--- config.mk ---
export PLATFORM = sky130hd
export DESIGN_NAME = uart_rx
export DESIGN_NICKNAME = d
export VERILOG_FILES = /design/src/rtl/uart_pkg.sv /design/src/rtl/uart_baud_tick.sv /design/src/rtl/uart_rx.sv
export SDC_FILE = /design/constraint.sdc
export NUM_CORES = 1
export LEC_CHECK = 0
export ABC_CLOCK_PERIOD_IN_PS = 2500
export CAP_MARGIN = 15
export CORE_UTILIZATION = 39
export DETAILED_ROUTE_END_ITERATION = 16
export DONT_BUFFER_PORTS = 1
export GPL_TIMING_DRIVEN = 0
export HOLD_SLACK_MARGIN = 0.1
export PLACE_DENSITY_LB_ADDON = 0.05
export SLEW_MARGIN = 15
export SYNTH_ARGS = -nofsm -noshare
export SYNTH_HDL_FRONTEND = slang
export SYNTH_SLANG_ARGS = --single-unit
export TNS_END_PERCENT = 30
--- constraint.sdc ---
create_clock -name Sys_CLK -period 2.5 [get_ports Sys_CLK]
set_clock_uncertainty 0.2 [all_clocks]
set_input_delay 0.125 -clock Sys_CLK [delete_from_list [all_inputs] [get_ports Sys_CLK]]
set_output_delay 0.125 -clock Sys_CLK [all_outputs]
set_load 0.005 [all_outputs]
--- src/rtl/uart_pkg.sv ---
// Shared UART definitions used by both the receiver and the transmitter.
package uart_pkg;

    localparam int DATA_BITS = 8;
    localparam int OVS       = 16;

    typedef enum logic [2:0] {
        IDLE,
        START,
        DATA,
        STOP,
        BREAK
    } rx_state_t;

    function automatic int calc_div(input int clk_freq, input int baud, input int ovs);
        return clk_freq / (baud * ovs);
    endfunction

endpackage

--- src/rtl/uart_baud_tick.sv ---
// Free-running divide-by-DIV tick generator with a synchronous restart.
module uart_baud_tick #(
    parameter int DIV = 1
) (
    input  logic i_clk,
    input  logic i_rst,
    input  logic i_restart,
    output logic o_tick
);

    // A one-bit counter is kept for DIV=1 so the port widths stay legal; it never leaves 0.
    localparam int            CW   = (DIV > 1) ? $clog2(DIV) : 1;
    localparam logic [CW-1:0] LAST = CW'(DIV - 1);

    logic [CW-1:0] r_cnt;
    logic          w_last;

    assign w_last = (r_cnt == LAST);

    always_ff @(posedge i_clk) begin
        if (i_rst || i_restart) begin
            r_cnt <= '0;
        end else if (w_last) begin
            r_cnt <= '0;
        end else begin
            r_cnt <= r_cnt + 1'b1;
        end
    end

    assign o_tick = w_last;

endmodule

--- src/rtl/uart_rx.sv ---
// 8N1 receiver: 16x oversampling, 3-sample majority vote, one-deep holding register.
// States: IDLE wait for low line | START verify start bit | DATA shift bits | STOP check stop bit | BREAK wait for line high
module uart_rx
    import uart_pkg::*;
#(
    parameter int CLK_FREQ = 50_000_000,
    parameter int BAUD     = 9600,
    parameter int OVS      = 16
) (
    input  logic       Sys_CLK,
    input  logic       Sys_RST,
    input  logic       Signal_Rx,
    input  logic       Rx_Ack,
    output logic [7:0] Rx_Data,
    output logic       Rx_Valid,
    output logic       Rx_Overrun,
    output logic       Rx_Frame_Err,
    output logic       Rx_Busy
);

    localparam int DIV = calc_div(CLK_FREQ, BAUD, OVS);

    if (DIV < 1) begin : g_div_check
        $error("uart_rx: CLK_FREQ too low for BAUD, clock divider would be zero");
    end
    if (OVS != 16) begin : g_ovs_check
        $error("uart_rx: only 16x oversampling is supported");
    end

    logic                 r_sync1;
    logic                 r_sync2;
    rx_state_t            r_state;
    logic [3:0]           r_samp;
    logic [2:0]           r_bit;
    logic                 r_s7;
    logic                 r_s8;
    logic [DATA_BITS-1:0] r_shift;
    logic [DATA_BITS-1:0] r_data;
    logic                 r_valid;
    logic                 r_overrun;
    logic                 r_frame_err;
    logic                 r_busy;

    logic w_line;
    logic w_tick;
    logic w_restart;
    logic w_maj;
    logic w_decide;

    always_ff @(posedge Sys_CLK) begin
        if (Sys_RST) begin
            r_sync1 <= 1'b1;
            r_sync2 <= 1'b1;
        end else begin
            r_sync1 <= Signal_Rx;
            r_sync2 <= r_sync1;
        end
    end

    assign w_line    = r_sync2;
    assign w_restart = (r_state == IDLE) && !w_line;
    assign w_maj     = (r_s7 & r_s8) | (r_s7 & w_line) | (r_s8 & w_line);
    assign w_decide  = w_tick && (r_samp == 4'd9);

    uart_baud_tick #(
        .DIV (DIV)
    ) u_tick (
        .i_clk     (Sys_CLK),
        .i_rst     (Sys_RST),
        .i_restart (w_restart),
        .o_tick    (w_tick)
    );

    always_ff @(posedge Sys_CLK) begin
        if (Sys_RST) begin
            r_state     <= IDLE;
            r_samp      <= '0;
            r_bit       <= '0;
            r_s7        <= 1'b1;
            r_s8        <= 1'b1;
            r_shift     <= '0;
            r_data      <= '0;
            r_valid     <= 1'b0;
            r_overrun   <= 1'b0;
            r_frame_err <= 1'b0;
            r_busy      <= 1'b0;
        end else begin
            r_frame_err <= 1'b0;

            if (Rx_Ack && r_valid) begin
                r_valid   <= 1'b0;
                r_overrun <= 1'b0;
            end

            if (w_tick) begin
                r_samp <= r_samp + 4'd1;
                if (r_samp == 4'd7) r_s7 <= w_line;
                if (r_samp == 4'd8) r_s8 <= w_line;
            end

            case (r_state)
                IDLE: begin
                    if (!w_line) begin
                        r_state <= START;
                        r_samp  <= '0;
                        r_busy  <= 1'b1;
                    end
                end
                START: begin
                    if (w_decide) begin
                        if (!w_maj) begin
                            r_state <= DATA;
                            r_bit   <= '0;
                        end else begin
                            r_state <= IDLE;
                            r_busy  <= 1'b0;
                        end
                    end
                end
                DATA: begin
                    if (w_decide) begin
                        r_shift <= {w_maj, r_shift[DATA_BITS-1:1]};
                        r_bit   <= r_bit + 3'd1;
                        if (r_bit == 3'(DATA_BITS - 1)) r_state <= STOP;
                    end
                end
                STOP: begin
                    if (w_decide) begin
                        if (w_maj) begin
                            r_data  <= r_shift;
                            r_valid <= 1'b1;
                            // An ack landing on the same edge frees the slot, so nothing is lost.
                            if (r_valid && !Rx_Ack) r_overrun <= 1'b1;
                            r_state <= IDLE;
                            r_busy  <= 1'b0;
                        end else begin
                            r_frame_err <= 1'b1;
                            r_state     <= BREAK;
                        end
                    end
                end
                BREAK: begin
                    if (w_line) begin
                        r_state <= IDLE;
                        r_busy  <= 1'b0;
                    end
                end
                default: begin
                    r_state <= IDLE;
                    r_busy  <= 1'b0;
                end
            endcase
        end
    end

    assign Rx_Data      = r_data;
    assign Rx_Valid     = r_valid;
    assign Rx_Overrun   = r_overrun;
    assign Rx_Frame_Err = r_frame_err;
    assign Rx_Busy      = r_busy;

endmodule

# [After elaboration in Yosys (flattened, before gate mapping)]
# Index checks and enable logic that the tools add are counted.
[classes] add_sub_neg=3 eq_ne=18 muxes=31 n_bitwise=8 n_reduce_logical=19
[ops] op="3-bit 2-to-1 mux" n=10
[ops] op="3-bit case mux with 5 select lines" n=1
[ops] op="1-bit 2-to-1 mux" n=14
[ops] op="2-bit != test (second input constant)" n=7
[ops] op="4-bit 2-to-1 mux" n=3
[ops] op="9-bit by 1-bit adder with 9-bit output (second input constant)" n=1
[ops] op="9-bit equality test (second input constant)" n=1
[ops] op="4-bit equality test (second input constant)" n=2
[ops] op="3-bit by 2-bit equality test with 1-bit output (second input constant)" n=2
[ops] op="3-bit equality test (second input constant)" n=2
[ops] op="3-bit case mux with 2 select lines" n=1
[ops] op="2-bit AND reduction" n=3
[ops] op="6-bit AND reduction" n=1
[ops] op="5-bit AND reduction" n=1
[ops] op="4-bit by 1-bit adder with 4-bit output (second input constant)" n=1
[ops] op="4-bit by 3-bit equality test with 1-bit output (second input constant)" n=1
[ops] op="1-bit logical AND" n=4
[ops] op="2-bit by 1-bit != test with 1-bit output (second input constant)" n=2
[ops] op="1-bit case mux with 4 select lines" n=1
[ops] op="4-bit AND reduction" n=1
[ops] op="2-bit OR reduction" n=2
[ops] op="3-bit by 1-bit adder with 3-bit output (second input constant)" n=1
[ops] op="1-bit AND" n=3
[ops] op="3-bit by 1-bit equality test with 1-bit output (second input constant)" n=1
[ops] op="9 further kinds" n=13
[totals] reg_bits=43 inputBits=4 output_inout_bits=12 word_cells=93

# [Logic depth before layout (Yosys ltp)]
# Gate-level depths: netlist of run 1.
[logic_depth] depth_word=6 ltp_mapped=9 ltp_nobuf=6

# [Hierarchy]
# From an unflattened synthesis of run 1, not the netlist that was laid out.
[unflattened] cells_unflattened=217 hier_area_um2=1964.4
[modules_own_cells] mod="uart_rx" n_inst=1 cells_each=170 area_per_inst_um2=1546.5 seq_area_each_um2=680.7
[modules_own_cells] mod="uart_baud_tick" n_inst=1 cells_each=47 area_per_inst_um2=417.9 seq_area_each_um2=180.2

# [Worst setup path after synthesis of run 1]
# OpenSTA, ideal clock, no wires.
[synth_path] path_type="reg-to-reg" startpoint="register u_tick.r_cnt[0]" endpoint="register r_state[0]" setup_ps=117 t_arrival_ps=1545 required_ps=2183 path_slack_ps=638 path_stages_with_launch=9 n_path_buf=2 period_less_slack_ps=1862 path_cell_list="dfxtp_1 inv_1 ha_1 and4b_1 buf_4 nand3_1 clkbuf_1 o21ai_1 a32o_1"
[synth_between] elab_chain_cells=4 word_cells_on_any_way=6 cone_classes="eq/ne (4); reduce/logical (2)"
[synth_lines] element="start, declared" line_no="uart_baud_tick.sv:15" source="logic [CW-1:0] r_cnt;"
[synth_lines] element="start signal, assigned" line_no="uart_baud_tick.sv:26" source="r_cnt <= r_cnt + 1'b1;"
[synth_lines] element="9-bit equality test *" line_no="uart_baud_tick.sv:18" source="assign w_last = (r_cnt == LAST);"
[synth_lines] element="1-bit logical AND *" line_no="uart_rx.sv:63" source="assign w_decide = w_tick && (r_samp == 4'd9);"
[synth_lines] element="2-bit != test (no source line)"
[synth_lines] element="6-bit AND reduction (no source line) *"
[synth_lines] element="end signal, assigned" line_no="uart_rx.sv:76" source="r_state <= IDLE;"
[synth_lines] element="end signal, assigned" line_no="uart_rx.sv:104" source="r_state <= START;"
[synth_lines] element="end signal, assigned" line_no="uart_rx.sv:112" source="r_state <= DATA;"
[synth_lines] element="end, declared" line_no="uart_rx.sv:32" source="rx_state_t r_state;"
# Every way passes the cells marked *; elsewhere a longest branch is shown, timed or not.
# A chain may end at the register's enable or synchronous reset.

# [Worst setup path in the final report of run 1]
# Ends and elaborated chain as after synthesis.

==> run_results.csv, run 1 <==
group,metric,value,unit
layout,layout-drive-gt1-share,11.0,%
synthesis,ys_seq_elements,43,
clocking,cts_setup_buffers,0,
placement,gp_congestion,0.788,
setup_path,reg2reg_from,"u_tick.r_cnt[0]",
routing,wl,3800,um
synthesis,synth.area.mux_share,0.517,%
grt,grt_usage,16.1,%
grt,antenna_found_initial,0,
clocking,clkLatencyLatePin,0.29,ns
routing,routedWlPerCell,12.9,um
status,outcome,"completed",
synthesis,synthAdderAreaFrac,5.11,%
pwr,power_density,569,nW/um2
sta,setup_viol,0,
grt,grt_first_pass_wirelength,6580,um
die,die_area,5250,um2
routing,drtPass1Iterations,4,
sta,slew_headroom,62.8,%
sta,timing.hold.ws,0.217,ns
min_path,hp-class,"reg2reg",
clocking,cts.sinks,43,
synthesis,synth_top_family_by_area,"simple AND/OR/NAND/NOR gates",
setup_path,end_kind,"register",
min_path,min_from,"r_sync1",
sta,hold_viol,0,
grt,grt_max_degree,13,
synthesis,yosys.area_share.simple,26.4,%
routing,drt_iter0_markers,105,
layout,final-seq-area,861,um2
placement,dp_hpwl,2810,um
die,rows,25,
synthesis,synth_top_area_share,44.5,%
synthesis,netlist_instances,215,
placement,numPortBuffers,0,
die,die_x,72.5,um
setup_path,crit_type,"reg2reg",
clocking,clk_pin_slew,0.08,ns
sta,drv_slew,0,
die,fp.dieH,72.5,um
synthesis,yosys.area.top_type,"dfxtp_1",
setup_path,crit_path_max_fanout,10,
die,io_pins,16,
synthesis,yosysUniqueCellTypes,44,
sta,fmax,0.457,GHz
layout,finalNetCount,237,
min_path,min_to,"r_sync2",
job,max_cap_viol_count,0,
synthesis,syn_avg_cell_area,9.00,um2
setup_path,cp-startpoint,"u_tick.r_cnt[0]",
layout,diodes,0,
synthesis,synth_compound_area_share,12.3,%
layout,multi_input_area,946,um2
layout,areaGrowthSynthToFinish,11.6,%
routing,vias_per_cell,5.12,
layout,fill_cells,488,
sta,tightestPinTransition,0.553,ns
grt,grt_pass1_vias,1456,
pwr,leakage,0.000798,uW
placement,dp_slack,0.310,ns
synthesis,ys_warn_count,0,
synthesis,ys_seq_area_share,44.5,%
sta,period_minus_slack,2.19,ns
clocking,htree_levels,2,
synthesis,syn_nets,226,
clocking,cts_tree,"built",
routing,ant_nets,0,
layout,utilization,45.4,%
routing,drc,0,
setup_path,r2r_slack,0.31,ns
routing,vias,1504,
min_path,hold_depth,1,
clocking,cts_root_buf,"clkbuf_8",
clocking,cts_buffers,5,
synthesis,synthTopCellsByArea,"dfxtp_1 (44%), nand3_1 (6.2%), a21oi_1 (4.9%)",
sta,grt_setup_unrepaired,"no",
sta,setup_tns,0,ns
synthesis,syn-cell-area,1940,um2
pwr,ir_drop,0.000276,V
grt,grt-ovfl-total,0,
setup_path,worstRegToRegCells,8,
setup_path,worstPathRequired,2.49,ns
sta,finalCritPeriodShare,87.5,%
setup_path,r2r-end,"r_state[0]",
setup_path,startpoint_type,"register",
clocking,clk_path_buf_depth,2,
die,initial_core_util,40.7,%
setup_path,cp.arrival,2.18,ns
sta,fin_ws,0.311,ns
synthesis,synth_xor_area_share,4.52,%
die,core,4750,um2
cell usage after synthesis (all sizes together):
| cell | n |
|---|---|
| a211oi | 1 |
| clkbuf | 3 |
| a211o | 1 |
| mux2i | 1 |
| or2 | 3 |
| a22o | 3 |
| xnor2 | 2 |
| nor3 | 3 |
| dfxtp | 43 |
| nor4b | 1 |
| a32o | 1 |
| a311oi | 1 |
| dlygate4sd1 | 1 |
| and4 | 1 |
| a31oi | 1 |
| nand2 | 14 |
| and3b | 1 |
| and4b | 1 |
| and3 | 6 |
| nor3b | 1 |
| xor2 | 8 |
| nand3b | 1 |
| o211ai | 1 |
| maj3 | 1 |
| or3b | 1 |
| nor4 | 2 |
| inv | 8 |
| nand2b | 4 |
| a21oi | 19 |
| nor2 | 19 |
| nand4 | 5 |
| buf | 8 |
| nand3 | 24 |
| o21ai | 12 |
| o311ai | 1 |
| nor2b | 5 |
| ha | 7 |
worst max-delay path, stage by stage, from the launching register on:
cell      delay [ns]
dfxtp_1         0.42
inv_1           0.07
ha_1            0.20
and4b_1         0.20
buf_4           0.16
nand3_1         0.10
clkbuf_1        0.35
o21ai_1         0.17
a32o_1          0.22
cell type report:
| class | instances | share of cell area [%] |
|---|---|---|
| multi-input combinational | 152 | 43.8 |
| sequential | 43 | 39.9 |
| clock buffer | 8 | 4.63 |
| buffer | 12 | 4.58 |
| tap | 67 | 3.88 |
| timing repair buffer | 4 | 1.85 |
| inverter | 8 | 1.39 |
per-layer routing:
metal,GRT usage [%],part of all wire (%),vias to the layer above
met2,26.6,46,27
li1,-,-,770
met4,5.88,1.5,0
met1,20.2,49,702
met5,0,0,-
met3,4.44,3.7,5
power by group:
| group | switching, uW | total (uW) | internal [uW] |
|---|---|---|---|
| registers | 9.11 | 701 | 692 |
| clock network | 227 | 479 | 252 |
| logic | 27.8 | 48.2 | 20.4 |
placed cells by master (no fill, tap or decap), types with 2 or more instances in the layout:
cell            n
nand2b_1        4
xor2_1          8
and3_1          3
nand2_1        14
buf_2           2
or2_2           3
o21ai_0        11
dfxtp_1        43
clkbuf_1        4
dlygate4sd3_1   4
a21oi_1        19
buf_4           3
clkbuf_8        7
nor2_1         19
xnor2_1         2
nand3_1        24
inv_1           8
nor3_1          3
and3_2          2
nand4_1         5
nor2b_1         5
ha_1            7
a22o_1          3
nor4_1          2
flip-flops by register name, summed over array words and instances (netlist names), named ones only:
register	cells
u_tick.r_cnt	9
r_bit	3
r_samp	4
r_sync1	1
r_s7	1
r_state	3
r_sync2	1
Rx_Data	8
r_shift	8
Rx_Valid	1
r_s8	1
Rx_Busy	1
Rx_Frame_Err	1
through the flow:
stage,area [um2],total power [uW],std cells
after floorplan,1940,748,215
after global placement,2020,759,282
after detailed placement,2020,761,282
after CTS,2160,1240,294
after global routing,2160,1280,294
final,2160,1230,294
worst max-delay path by stage:
stage                       to  slack, ns  depth (start not counted)
floorplan           r_state[0]       0.64                          8
global placement    r_state[0]       0.33                          8
detailed placement  r_state[0]       0.31                          8
CTS                 r_state[0]       0.29                          8
global route        r_state[0]       0.17                          8
finish              r_state[0]       0.31                          8
cells by family (layout without fill, tap and decap cells):
kind of cell    Yosys count  after routing
simple gates             92             92
flops                    43             43
compound gates           41             41
buf+inv                  20             32
xor+xnor                 10             10
fa+ha+maj                 8              8
mux                       1              1
repair_timing:
| action | in CTS | in global routing |
|---|---|---|
| resized for setup | 0 | 0 |
| hold endpoints to repair | 16 | 0 |
| hold buffers | 4 | 0 |
Note: power is estimated with default switching activity, not from simulation.
==> run 2: changes to the inputs <==
Settings changed: ABC_AREA from default to 1, CORE_MARGIN from default to 5.
==> run_results.csv, run 2 <==
group,metric,value,unit
synthesis,ys_seq_area_share,44.9,%
routing,vias_per_cell,4.56,
sta,slew_headroom,65.0,%
routing,wl,3500,um
setup_path,crit_path_max_fanout,10,
synthesis,synthTopCellsByCount,"dfxtp_1 (43), inv_1 (30), nand2_1 (29), a21oi_1 (26), o21ai_0 (21)",
layout,final_cell_area,2140,um2
synthesis,ys_seq_elements,43,
setup_path,crit_type,"reg2reg",
pwr,leakage,0.000883,uW
pwr,ir_drop,0.000359,V
sta,drv_slew,0,
layout,finalNetCount,257,
clocking,cts_buffers,5,
layout,final_common_cell,"dfxtp_1",
synthesis,ys_warn_count,0,
clocking,cts_tree,"built",
die,rows,25,
grt,grt-ovfl-total,0,
clocking,clk_path_buf_depth,2,
synthesis,syn-cell-area,1920,um2
layout,largest_register_ffs,9,
layout,areaGrowthSynthToFinish,11.8,%
synthesis,yosys.cell_count.top_type,"dfxtp_1",
synthesis,synth-edff-count,0,
status,outcome,"completed",
sta,setup_tns,0,ns
routing,routedWlPerCell,11.1,um
synthesis,yosysUniqueCellTypes,30,
die,initial_core_util,40.3,%
sta,tightestPinTransition,0.525,ns
layout,final_cell_count_no_fill,314,
placement,gp_congestion,0.714,
synthesis,netlist_instances,236,
die,core,4750,um2
sta,finalCritPeriodShare,70.8,%
synthesis,ys.flop_type,"dfxtp_1",
setup_path,crit_family,"simple AND/OR/NAND/NOR gates",
clocking,cts_setup_buffers,0,
layout,fill_cells,513,
layout,final_cell_mix,"dfxtp_1 (43), inv_1 (30), nand2_1 (29)",
sta,fmax,0.565,GHz
routing,drc,0,
setup_path,crit_buf_inv,2,
setup_path,r2r_slack,0.73,ns
job,max_cap_viol_count,0,
clocking,htree_levels,2,
min_path,min_to,"r_sync2",
clocking,cts_resized,0,
setup_path,startpoint_type,"register",
setup_path,reg2reg_from,"u_tick.r_cnt[0]",
synthesis,syn_nets,247,
setup_path,worst_path_most_repeated_cell,"nor2_4",
setup_path,slowest_stage,"dfxtp_1",
synthesis,syn_avg_cell_area,8.13,um2
placement,place_area,2000,um2
placement,dp_hpwl,2560,um
routing,drt_iter0_markers,71,
sta,period_minus_slack,1.77,ns
min_path,min_from,"r_sync1",
setup_path,end_kind,"register",
placement,numPortBuffers,0,
pwr,power_density,680,nW/um2
layout,regMostFlops,"u_tick.r_cnt",
grt,grt_max_degree,15,
synthesis,yosys.area.top_type,"dfxtp_1",
setup_path,cp.arrival,1.81,ns
routing,drtPass1Iterations,4,
setup_path,cp_slowest_stage_delay,0.35,ns
clocking,cts_root_buf,"clkbuf_8",
grt,grt_pass1_vias,1352,
clocking,cts.sinks,43,
clocking,cts_hold_buf,3,
synthesis,async_flop_share,0,%
sta,setup_viol,0,
routing,vias,1431,
die,fp.dieH,80.1,um
min_path,hp-class,"reg2reg",
sta,hold_viol,0,
clocking,clk_pin_slew,0.09,ns
grt,grt_first_pass_wirelength,6290,um
grt,grt_usage,12.5,%
synthesis,synth_top_area_share,44.9,%
setup_path,path_cells,"inv_1 > ha_1 > nand2_4 > nor2_4 > nand3_4 > nor2_4 > buf_6 > o21ai_2 > nor2_2",
die,io_pins,16,
layout,layout-drive-gt1-share,18.6,%
placement,placed_cells_incl_taps,303,
grt,antenna_found_initial,0,
die,die_area,6420,um2
die,die_x,80.1,um
setup_path,r2r-end,"Rx_Data[0]",
setup_path,worstRegToRegCells,9,
synthesis,synthTopCellsByArea,"dfxtp_1 (45%), a21oi_1 (6.8%), inv_1 (5.9%)",
sta,grt_setup_unrepaired,"no",
routing,ant_nets,0,
setup_path,worstPathRequired,2.54,ns
min_path,hold_depth,1,
layout,diodes,0,
clocking,clkLatencyLatePin,0.30,ns
-- run 2: worst max-delay path by stage --
stage                    startpoint  cells after the start         end  slack, ns
floorplan           u_tick.r_cnt[0]                     11  r_state[2]       0.91
global placement    u_tick.r_cnt[0]                      8  Rx_Data[6]       0.73
detailed placement  u_tick.r_cnt[0]                      9  Rx_Data[0]       0.72
CTS                 u_tick.r_cnt[0]                      9  Rx_Data[0]       0.71
global route        u_tick.r_cnt[0]                      9    register       0.60
finish              u_tick.r_cnt[0]                      9  Rx_Data[0]       0.73
-- run 2: layout make-up --
cell class              instances  area (um2)  share of cell area, %
flip-flops and latches         43         861                   40.1
well taps                      67        83.8                   3.91
multi-input cells             153         882                   41.1
inverters                      35         131                   6.13
repair buffers                  3        30.0                   1.40
plain buffers                   5        43.8                   2.04
clock buffers                   5        68.8                   3.21
clock inverters                 3        43.8                   2.04
-- run 2: per-stage QoR --
step | hold WS (ns) | util [%] | setup WS [ns] | total power, uW
6_report | 0.214 | 45.1 | 0.729 | 1460
4_1_cts | 0.219 | 45.1 | 0.705 | 1490
3_5_place_dp | 0.0331 | 42.1 | 0.724 | 932
2_1_floorplan | 0.0288 | - | 0.911 | 900
5_1_grt | 0.225 | 45.1 | 0.598 | 1550
3_3_place_gp | 0.0309 | 42.1 | 0.726 | 935
-- run 2: where the power goes --
part | total, uW | switching (uW) | internal, uW
clock | 538 | 240 | 297
combinational | 188 | 120 | 68.8
sequential | 732 | 21.2 | 710
-- run 2: layer usage --
layer	part of all wire (%)	GRT usage, %
met5	0	0
met4	1.6	4.56
met3	5.0	4.15
met2	40	18.0
met1	54	17.2
-- run 2: cells by family (layout without fill, tap and decap cells) --
family                     Yosys count  after routing  synth area share, %
AOI/OAI and AO/OA                   56             56                 16.0
xor gates and xnor gates             1              1                0.457
adders and majority gates            7              7                 4.57
DFF                                 43             43                 44.9
buffers and inverters               40             51                 9.13
and+or+nand+nor                     89             89                 25.0
